**src/rtl/uart_tx_mmio_if.sv**
```systemverilog
// uart_tx_mmio_if: chip-select data bus between the CPU and the UART
// transmitter.
interface uart_tx_mmio_if;
    logic        uart_sel;
    logic [15:0] uart_addr;
    logic        uart_write;
    logic [3:0]  uart_be;
    logic [31:0] uart_wdata;
    logic [31:0] uart_rdata;

    modport master (
        output uart_sel, uart_addr, uart_write, uart_be, uart_wdata,
        input  uart_rdata
    );

    modport slave (
        input  uart_sel, uart_addr, uart_write, uart_be, uart_wdata,
        output uart_rdata
    );
endinterface

```
**src/rtl/uart_tx_mmio.sv**
```systemverilog
// uart_tx_mmio: memory-mapped UART transmitter, 8N1 with a TX FIFO.
// Define UART_TX_PARITY_EN for 8E1 frames (even parity bit before stop).
module uart_tx_mmio #(
    parameter int CLOCK_FREQ = 125_000_000,
    parameter int BAUD_RATE  = 115_200,
    parameter int FIFO_DEPTH = 8
) (
    input  logic          clk,
    input  logic          reset,
    uart_tx_mmio_if.slave bus,
    output logic          txd
);
    localparam int AW = $clog2(FIFO_DEPTH);
    localparam logic [15:0] DIV_RST = 16'(CLOCK_FREQ / BAUD_RATE - 1);
    localparam logic [AW:0] FULL_CNT = (AW + 1)'(FIFO_DEPTH);

    localparam logic [2:0] S_IDLE  = 3'd0;
    localparam logic [2:0] S_START = 3'd1;
    localparam logic [2:0] S_DATA  = 3'd2;
    localparam logic [2:0] S_STOP  = 3'd3;
`ifdef UART_TX_PARITY_EN
    localparam logic [2:0] S_PAR   = 3'd4;
    logic          parity;
`endif

    logic [7:0]    fifo_mem [FIFO_DEPTH];
    logic [AW-1:0] wr_ptr, rd_ptr;
    logic [AW:0]   fifo_cnt;
    logic [3:0]    cnt4;
    logic          full, empty, overflow, busy;
    logic [15:0]   baud_div, bit_cnt;
    logic [2:0]    state, bit_idx;
    logic [7:0]    shreg, fifo_q;
    logic          bit_end, pop, push_req, push, ovf_clr, wr_en;
    logic [1:0]    reg_sel;
    logic          unused_bits;

    assign reg_sel  = bus.uart_addr[3:2];
    assign wr_en    = bus.uart_sel & bus.uart_write;
    assign full     = (fifo_cnt == FULL_CNT);
    assign empty    = (fifo_cnt == '0);
    assign busy     = (state != S_IDLE);
    assign cnt4     = 4'(fifo_cnt);
    assign fifo_q   = fifo_mem[rd_ptr];
    assign bit_end  = (bit_cnt == '0);
    assign pop      = ~empty & ((state == S_IDLE) |
                                ((state == S_STOP) & bit_end));
    assign push_req = wr_en & (reg_sel == 2'd0) & bus.uart_be[0];
    // A pop in the same cycle frees a slot for a push into a full FIFO.
    assign push     = push_req & (~full | pop);
    assign ovf_clr  = wr_en & (reg_sel == 2'd1) & bus.uart_be[0] &
                      bus.uart_wdata[3];

    assign unused_bits = ^{bus.uart_addr[15:4], bus.uart_addr[1:0],
                           bus.uart_wdata[31:16], bus.uart_be[3:2]};

    always_ff @(posedge clk) begin
        if (push)
            fifo_mem[wr_ptr] <= bus.uart_wdata[7:0];
    end

    always_ff @(posedge clk or posedge reset) begin
        if (reset) begin
            wr_ptr   <= '0;
            rd_ptr   <= '0;
            fifo_cnt <= '0;
            overflow <= 1'b0;
        end else begin
            if (push)
                wr_ptr <= wr_ptr + 1'b1;
            if (pop)
                rd_ptr <= rd_ptr + 1'b1;
            fifo_cnt <= fifo_cnt + (AW + 1)'(push) - (AW + 1)'(pop);
            if (push_req & ~push)
                overflow <= 1'b1;
            else if (ovf_clr)
                overflow <= 1'b0;
        end
    end

    always_ff @(posedge clk or posedge reset) begin
        if (reset) begin
            baud_div <= DIV_RST;
        end else if (wr_en && reg_sel == 2'd2) begin
            if (bus.uart_be[0])
                baud_div[7:0] <= bus.uart_wdata[7:0];
            if (bus.uart_be[1])
                baud_div[15:8] <= bus.uart_wdata[15:8];
        end
    end

    // The divisor is sampled only at bit boundaries, never mid-bit.
    always_ff @(posedge clk or posedge reset) begin
        if (reset) begin
            state   <= S_IDLE;
            txd     <= 1'b1;
            bit_cnt <= '0;
            bit_idx <= '0;
            shreg   <= '0;
`ifdef UART_TX_PARITY_EN
            parity  <= 1'b0;
`endif
        end else begin
            if (!bit_end)
                bit_cnt <= bit_cnt - 1'b1;
            case (state)
                S_IDLE: begin
                    if (pop) begin
                        shreg   <= fifo_q;
                        txd     <= 1'b0;
                        bit_cnt <= baud_div;
                        state   <= S_START;
                    end
                end
                S_START: begin
                    if (bit_end) begin
                        txd     <= shreg[0];
                        shreg   <= {1'b0, shreg[7:1]};
                        bit_idx <= '0;
                        bit_cnt <= baud_div;
                        state   <= S_DATA;
`ifdef UART_TX_PARITY_EN
                        parity  <= ^shreg;
`endif
                    end
                end
                S_DATA: begin
                    if (bit_end) begin
                        bit_cnt <= baud_div;
                        if (bit_idx == 3'd7) begin
`ifdef UART_TX_PARITY_EN
                            txd   <= parity;
                            state <= S_PAR;
`else
                            txd   <= 1'b1;
                            state <= S_STOP;
`endif
                        end else begin
                            txd     <= shreg[0];
                            shreg   <= {1'b0, shreg[7:1]};
                            bit_idx <= bit_idx + 1'b1;
                        end
                    end
                end
`ifdef UART_TX_PARITY_EN
                S_PAR: begin
                    if (bit_end) begin
                        txd     <= 1'b1;
                        bit_cnt <= baud_div;
                        state   <= S_STOP;
                    end
                end
`endif
                S_STOP: begin
                    if (bit_end) begin
                        if (pop) begin
                            shreg   <= fifo_q;
                            txd     <= 1'b0;
                            bit_cnt <= baud_div;
                            state   <= S_START;
                        end else begin
                            state   <= S_IDLE;
                        end
                    end
                end
                default: begin
                    txd   <= 1'b1;
                    state <= S_IDLE;
                end
            endcase
        end
    end

    always_comb begin
        bus.uart_rdata = '0;
        if (bus.uart_sel) begin
            case (reg_sel)
                2'd1:    bus.uart_rdata[7:0] =
                             {cnt4, overflow, empty, full, busy};
                2'd2:    bus.uart_rdata[15:0] = baud_div;
                default: bus.uart_rdata = '0;
            endcase
        end
    end
endmodule

```
**src/flat_wrapper.sv**
```systemverilog
// flat-port wrapper written by rule: the top's interface ports become plain ports
module uart_tx_mmio_flat 
#(
    parameter int CLOCK_FREQ = 125_000_000,
    parameter int BAUD_RATE  = 115_200,
    parameter int FIFO_DEPTH = 8
)
  (clk, reset, txd, bus_uart_sel, bus_uart_addr, bus_uart_write, bus_uart_be, bus_uart_wdata, bus_uart_rdata);
  uart_tx_mmio_if bus_i ();
  input  logic clk;
  input  logic reset;
  output logic txd;
  input wire logic [$bits(bus_i.uart_sel)-1:0] bus_uart_sel;
  input wire logic [$bits(bus_i.uart_addr)-1:0] bus_uart_addr;
  input wire logic [$bits(bus_i.uart_write)-1:0] bus_uart_write;
  input wire logic [$bits(bus_i.uart_be)-1:0] bus_uart_be;
  input wire logic [$bits(bus_i.uart_wdata)-1:0] bus_uart_wdata;
  output wire logic [$bits(bus_i.uart_rdata)-1:0] bus_uart_rdata;
  assign bus_i.uart_sel = bus_uart_sel;
  assign bus_i.uart_addr = bus_uart_addr;
  assign bus_i.uart_write = bus_uart_write;
  assign bus_i.uart_be = bus_uart_be;
  assign bus_i.uart_wdata = bus_uart_wdata;
  assign bus_uart_rdata = bus_i.uart_rdata;
  uart_tx_mmio #(.CLOCK_FREQ(CLOCK_FREQ), .BAUD_RATE(BAUD_RATE), .FIFO_DEPTH(FIFO_DEPTH)) u_core (.clk(clk), .reset(reset), .bus(bus_i), .txd(txd));
endmodule
```
**config.mk**
```make
export PLATFORM = sky130hd
export DESIGN_NAME = uart_tx_mmio_flat
export DESIGN_NICKNAME = d
export VERILOG_FILES = /design/src/rtl/uart_tx_mmio_if.sv /design/src/rtl/uart_tx_mmio.sv /design/src/flat_wrapper.sv
export SDC_FILE = /design/constraint.sdc
export NUM_CORES = 1
export LEC_CHECK = 0
export BUFFER_PORTS_ARGS = -buffer_cell sky130_fd_sc_hd__buf_2
export CORE_MARGIN = 1.5
export CORE_UTILIZATION = 55
export DETAILED_ROUTE_END_ITERATION = 10
export PLACE_DENSITY = 0.78
export SETUP_SLACK_MARGIN = 0.3
export SYNTH_ARGS = -nofsm -noshare
export SYNTH_HDL_FRONTEND = slang
export SYNTH_SLANG_ARGS = --single-unit
```
**constraint.sdc**
```tcl
create_clock -name clk -period 6.6 [get_ports clk]
set_clock_uncertainty 0.15 [all_clocks]
set_input_delay 0.33 -clock clk [delete_from_list [all_inputs] [get_ports clk]]
set_output_delay 0.33 -clock clk [all_outputs]
set_load 0.05 [all_outputs]
```
# == After elaboration in Yosys (flattened, before gate mapping) ==
# Memory sizes are Yosys's and may differ from the RTL's.
# Cells that the tools add are included.
# word_totals
reg_bits,58
ramBits,64
input_bits,56
out_inout_bits,33
word_cells,97
n_memories,1
# op_classes
addsub,6
n_eq_ne,13
muxes,35
n_bitwise,15
n_reduce_logical,16
# memory_table
memory,depth,width,rd,rd_ports_with_merged_regs,wr,line,rtl
u_core.fifo_mem,8,8,1,0,1,uart_tx_mmio.sv:26,logic [7:0] fifo_mem [FIFO_DEPTH];
# ops
op,n
2-to-1 mux 16 bit,5
2-to-1 mux 8 bit,6
case mux 16 bit (3 select lines),1
case mux 8 bit (4 select lines),1
2-to-1 mux 3 bit,8
zero test 16 bit,1
case mux 8 bit (2 select lines),1
subtractor 16 x 1 -> 16 bit (second input constant),1
case mux 3 bit (4 select lines),1
AND 1 bit,10
2-to-1 mux 1 bit,10
inequality test 2 x 1 -> 1 bit (second input constant),5
AND reduction 5 bit,2
adder 3 x 1 -> 3 bit (second input constant),3
== test 3 x 2 -> 1 bit (second input constant),2
case mux 3 bit (2 select lines),1
adder 4 x 1 -> 4 bit,1
== test 4 bit (second input constant),1
zero test 4 bit,1
case mux 1 bit (4 select lines),1
AND reduction 2 bit,2
AND reduction 4 bit,1
nonzero test 2 bit,2
nonzero test 4 bit,1
14 further kinds,17

# == Longest topological paths before layout ==
# logic_depth
depth_word,9
ltp_mapped,11
depth_no_buf,11

# == Worst setup path before layout ==
# No wires, ideal clock.
# synth_path
path_type,reg2reg
start,reg u_core.bit_cnt[0]
end,mem u_core.fifo_mem[1][0] (enable)
setup_time_ns,0.383
t_arrival_ns,2.243
t_required_ns,6.067
setup_slack_ns,3.824
stages_incl_launch_ff,8
path_buffers,0
period_less_slack_ns,2.776
cell_sequence,dfrtp_1 inv_1 ha_1 nor4bb_1 a41oi_1 o21ai_0 nand3_1 nor3_1
# synth_between
elab_chain_cells,8
# synth_rtl
item,line,rtl
from (decl),uart_tx_mmio.sv:31,"logic [15:0] baud_div, bit_cnt;"
from (signal assigned),uart_tx_mmio.sv:105,bit_cnt <= bit_cnt - 1'b1;
from (signal assigned),uart_tx_mmio.sv:111,bit_cnt <= baud_div;
from (signal assigned),uart_tx_mmio.sv:120,bit_cnt <= baud_div;
zero test 16 bit,uart_tx_mmio.sv:45,assign bit_end = (bit_cnt == '0);
AND 1 bit,uart_tx_mmio.sv:47,((state == S_STOP) & bit_end));
OR 1 bit,uart_tx_mmio.sv:46,assign pop = ~empty & ((state == S_IDLE) |
AND 1 bit,uart_tx_mmio.sv:46,
OR 1 bit,uart_tx_mmio.sv:50,assign push = push_req & (~full | pop);
AND 1 bit,uart_tx_mmio.sv:50,
2-to-1 mux 1 bit,uart_tx_mmio.sv:58,if (push)
2-to-1 mux 1 bit (not written as such),uart_tx_mmio.sv:59,fifo_mem[wr_ptr] <= bus.uart_wdata[7:0];
to (decl),uart_tx_mmio.sv:26,
# Every way passes these cells.

# == Worst setup path in the final report ==
# layout_path
start,reg u_core.bit_cnt[0]
end,reg u_core.bit_cnt[13]
# layout_between
elab_chain_cells,7
elab_cells_between_ends,10
cone_classes,add/sub (1); mux (5); bitwise (3); reduce/logical (1)
# layout_rtl
item,line,rtl
"parallel branches: the longest is 6 deep, another holds subtractor 16 x 1 -> 16 bit",--,
case mux 16 bit (3 select lines) *,uart_tx_mmio.sv:106,case (state)
# Every way passes the cells marked *.
# A chain may end at the register's enable or synchronous reset.

==> run_results.csv <==
group,metric,value,unit
timing,period_share,0.523,
clock_tree,clk_pin_slew,0.06,ns
die,core,10400,µm²
synthesis,syn-instance-count,457,
die,num_io_pins,89,
worst_setup_path,slowest_delay,0.96,ns
placed_design,place_inst,615,
final_layout,layout-drive-gt1-share,0.261,
clock_tree,clkSinkCount,121,
timing,fmax,290,MHz
timing,fin_crit,3.45,ns
detailed_routing,first_pass_iters,5,
synthesis,ys_seq_elements,121,
worst_setup_path,worstPathMaxFanout,17,
synthesis,yosysTopAreaCell,"edfxtp_1",
timing,rsz0062_at_grt,"false",
clock_tree,cts_tree,"done",
power_and_ir_drop,power_leakage,0.00281,µW
global_routing,grt_pass1_vias,3788,
power_and_ir_drop,power,3090,µW
final_layout,final_common_cell,"edfxtp_1",
timing,setup_viol,0,
synthesis,synth_top_flop_cell,"edfxtp_1",
hold_path,hp-class,"primary input to flop",
placed_design,hpwlAfterDp,7800,µm
timing,relSlewSlack,0.241,
detailed_routing,drtAntennaViolNets,0,
synthesis,yosysSeqAreaShare,0.569,
synthesis,yosys.cell_types.count,55,
clock_tree,cts_buffer_depth,2,
final_layout,nets,590,
global_routing,antenna_found_initial,0,
worst_setup_path,start_kind,"flop",
final_layout,fin_util,0.664,
worst_setup_path,end_kind,"flop",
die,die_area,11400,µm²
global_routing,grt_usage,0.233,
worst_setup_path,critPathRequiredTime,6.80,ns
synthesis,syn_area_per_cell,12.9,µm²
detailed_routing,drt-wirelength-per-cell,18.3,µm
synthesis,yosysWarnings,0,
global_routing,grt_max_degree,58,
global_routing,grt_pass1_wl,19600,µm
timing,worstMarginPinSlew,1.14,ns
detailed_routing,route.detailed.drc,0,
worst_setup_path,worst_path_max_delay_cell,"a221oi_1",
detailed_routing,drtIter0Drc,219,
power_and_ir_drop,peakVddDrop,0.297,mV
synthesis,netlist_area,5900,µm²
global_routing,grt_overflow,0,
clock_tree,htree_levels,4,
worst_setup_path,path_class,"flop to flop",
placed_design,gp_congestion,0.830,
run_status,status,"complete, no violations",
detailed_routing,drt_wl_total,12200,µm
clock_tree,cts_buffers,17,
timing,fin_tns_setup,0,ns
final_layout,layout_common_cells,"64 x edfxtp_1, 51 x dfrtp_1, 40 x buf_2, 36 x nand2_1, 33 x o21ai_0",
timing,slew_viol_final,0,
clock_tree,worstSkewPairLatency,0.53,ns
worst_setup_path,crit_chain,"inv_1 > ha_1 > nor3b_2 > and4_1 > nand2_1 > a221oi_1 > o21ai_0",
job,maxCapViolations,0,
clock_tree,root_buffer,"clkbuf_8",
final_layout,layoutNonFillerInstCount,664,
power_and_ir_drop,powerDensity,448,nW/µm²
timing,fin_ws,3.15,ns
placed_design,port_buffers,40,
clock_tree,post_cts_buffers,0,
synthesis,synth_edf_count,64,
timing,hold_viol,0,
die,initial_utilization,0.569,
final_layout,area_growth,16.7,%
synthesis,yosys-top-cells-area,"edfxtp_1 33%, dfrtp_1 22%, mux4_2 6.1%, mux2_2 5.3%, ha_1 3.8%",
detailed_routing,vias_per_cell,5.80,
die,row_count,37,
die,die_h,107,µm
synthesis,synth_top_area_share,0.326,
detailed_routing,vias,3852,
final_layout,antenna_cells,0,
die,die_w,107,µm
worst_setup_path,arrival,3.65,ns
final_layout,num-fill-cells,740,
synthesis,async_flop_share,0.471,
placed_design,dpl_worst_slack,3.17,ns
## worst paths after layout
check / from / slack [ns] / depth (start not counted) / to
min reg2reg: u_core.overflow$_DFFE_PP0P_ / 0.35 / 2 / u_core.overflow$_DFFE_PP0P_
max reg2reg: u_core.bit_cnt[0]$_DFF_PP0_ / 3.15 / 7 / u_core.bit_cnt[13]$_DFF_PP0_
min: bus_uart_write / 0.14 / 4 / u_core.overflow$_DFFE_PP0P_
min in group asynchronous: reset / 0.41 / 4 / u_core.cnt4[0]$_DFF_PP0_
max in group asynchronous: reset / 5.37 / 4 / u_core.shreg[2]$_DFFE_PP0P_
max: u_core.bit_cnt[0]$_DFF_PP0_ / 3.15 / 7 / u_core.bit_cnt[13]$_DFF_PP0_
## metrics by stage
stage	hold slack (ns)	area, µm²
2_1_floorplan	0.279	5950
3_3_place_gp	0.319	6140
3_5_place_dp	0.330	6140
4_1_cts	0.113	6880
5_1_grt	0.164	6880
6_report	0.137	6880
## sequential cells by signal (all words and copies together), names as in the netlist
signal	cells
u_core.rd_ptr	3
u_core.bit_cnt	16
u_core.bit_idx	3
u_core.baud_div	16
u_core.wr_ptr	3
u_core.txd	1
u_core.fifo_mem	64
u_core.cnt4	4
u_core.overflow	1
u_core.shreg	8
u_core.state	2
## cell families (layout without fill, tap and decap cells)
kind of cell / count (synthesis) / in the layout / synth area share
AO/OA/AOI/OAI: 73 / 73 / 0.0817
XOR/XNOR: 15 / 15 / 0.0223
adder cells (fa/ha/maj): 19 / 19 / 0.0416
buffers and inverters: 53 / 109 / 0.0463
flip-flops: 121 / 121 / 0.569
multiplexers: 54 / 54 / 0.132
other: 1 / 16 / 0.000636
AND/OR/NAND/NOR: 121 / 121 / 0.107
## per-layer routing
metal  up-vias  track usage  share of wire
met5         -            0              0
met4         0       0.0857          0.013
met3        12       0.0552          0.054
met2       127        0.371           0.50
met1      1936        0.315           0.44
li1       1777            -              -
## critical path: cells and delay by family, from the launching register on
family | cells | cell delay [ns]
AOI/OAI and AO/OA | 2 | 1.19
and+or+nand+nor | 3 | 1.16
DFF | 1 | 0.47
adders and majority gates | 1 | 0.21
buffers and inverters | 1 | 0.09
## final cells by class
type	instances	area [µm²]	share of cell area
Clock inverter	15	154	0.0224
Timing Repair Buffer	62	408	0.0593
Sequential cell	121	3360	0.488
Clock buffer	17	414	0.0602
Multi-Input combinational cell	298	2320	0.338
Tap cell	136	170	0.0247
Inverter	15	56.3	0.00818
## cell usage after synthesis (all sizes together) (2+ instances only)
cell / count
a21oi: 11
nand3b: 2
a221oi: 2
and2: 3
nand3: 11
mux2: 28
a31oi: 2
nand4: 2
nor4: 6
mux4: 16
dfstp: 6
mux2i: 10
dfrtp: 51
inv: 15
ha: 18
a21o: 4
xor2: 7
buf: 23
xnor2: 8
and3: 10
clkbuf: 15
nand2: 36
a221o: 2
nor3b: 2
nand2b: 3
edfxtp: 64
nor2: 30
or4: 2
a22o: 4
o31ai: 2
o21ai: 33
nor3: 7
a22oi: 8
## where the power goes
part / internal, µW / switching, µW / total, µW
Sequential: 941 / 202 / 1140
Clock: 514 / 372 / 885
Combinational: 502 / 554 / 1060
## repair_timing
item / in CTS / in global routing
endpoints found under the hold margin: 123 / 0
gates resized for setup: 0 / 0
hold buffers: 17 / 0
(Power assumes the default switching activity.)
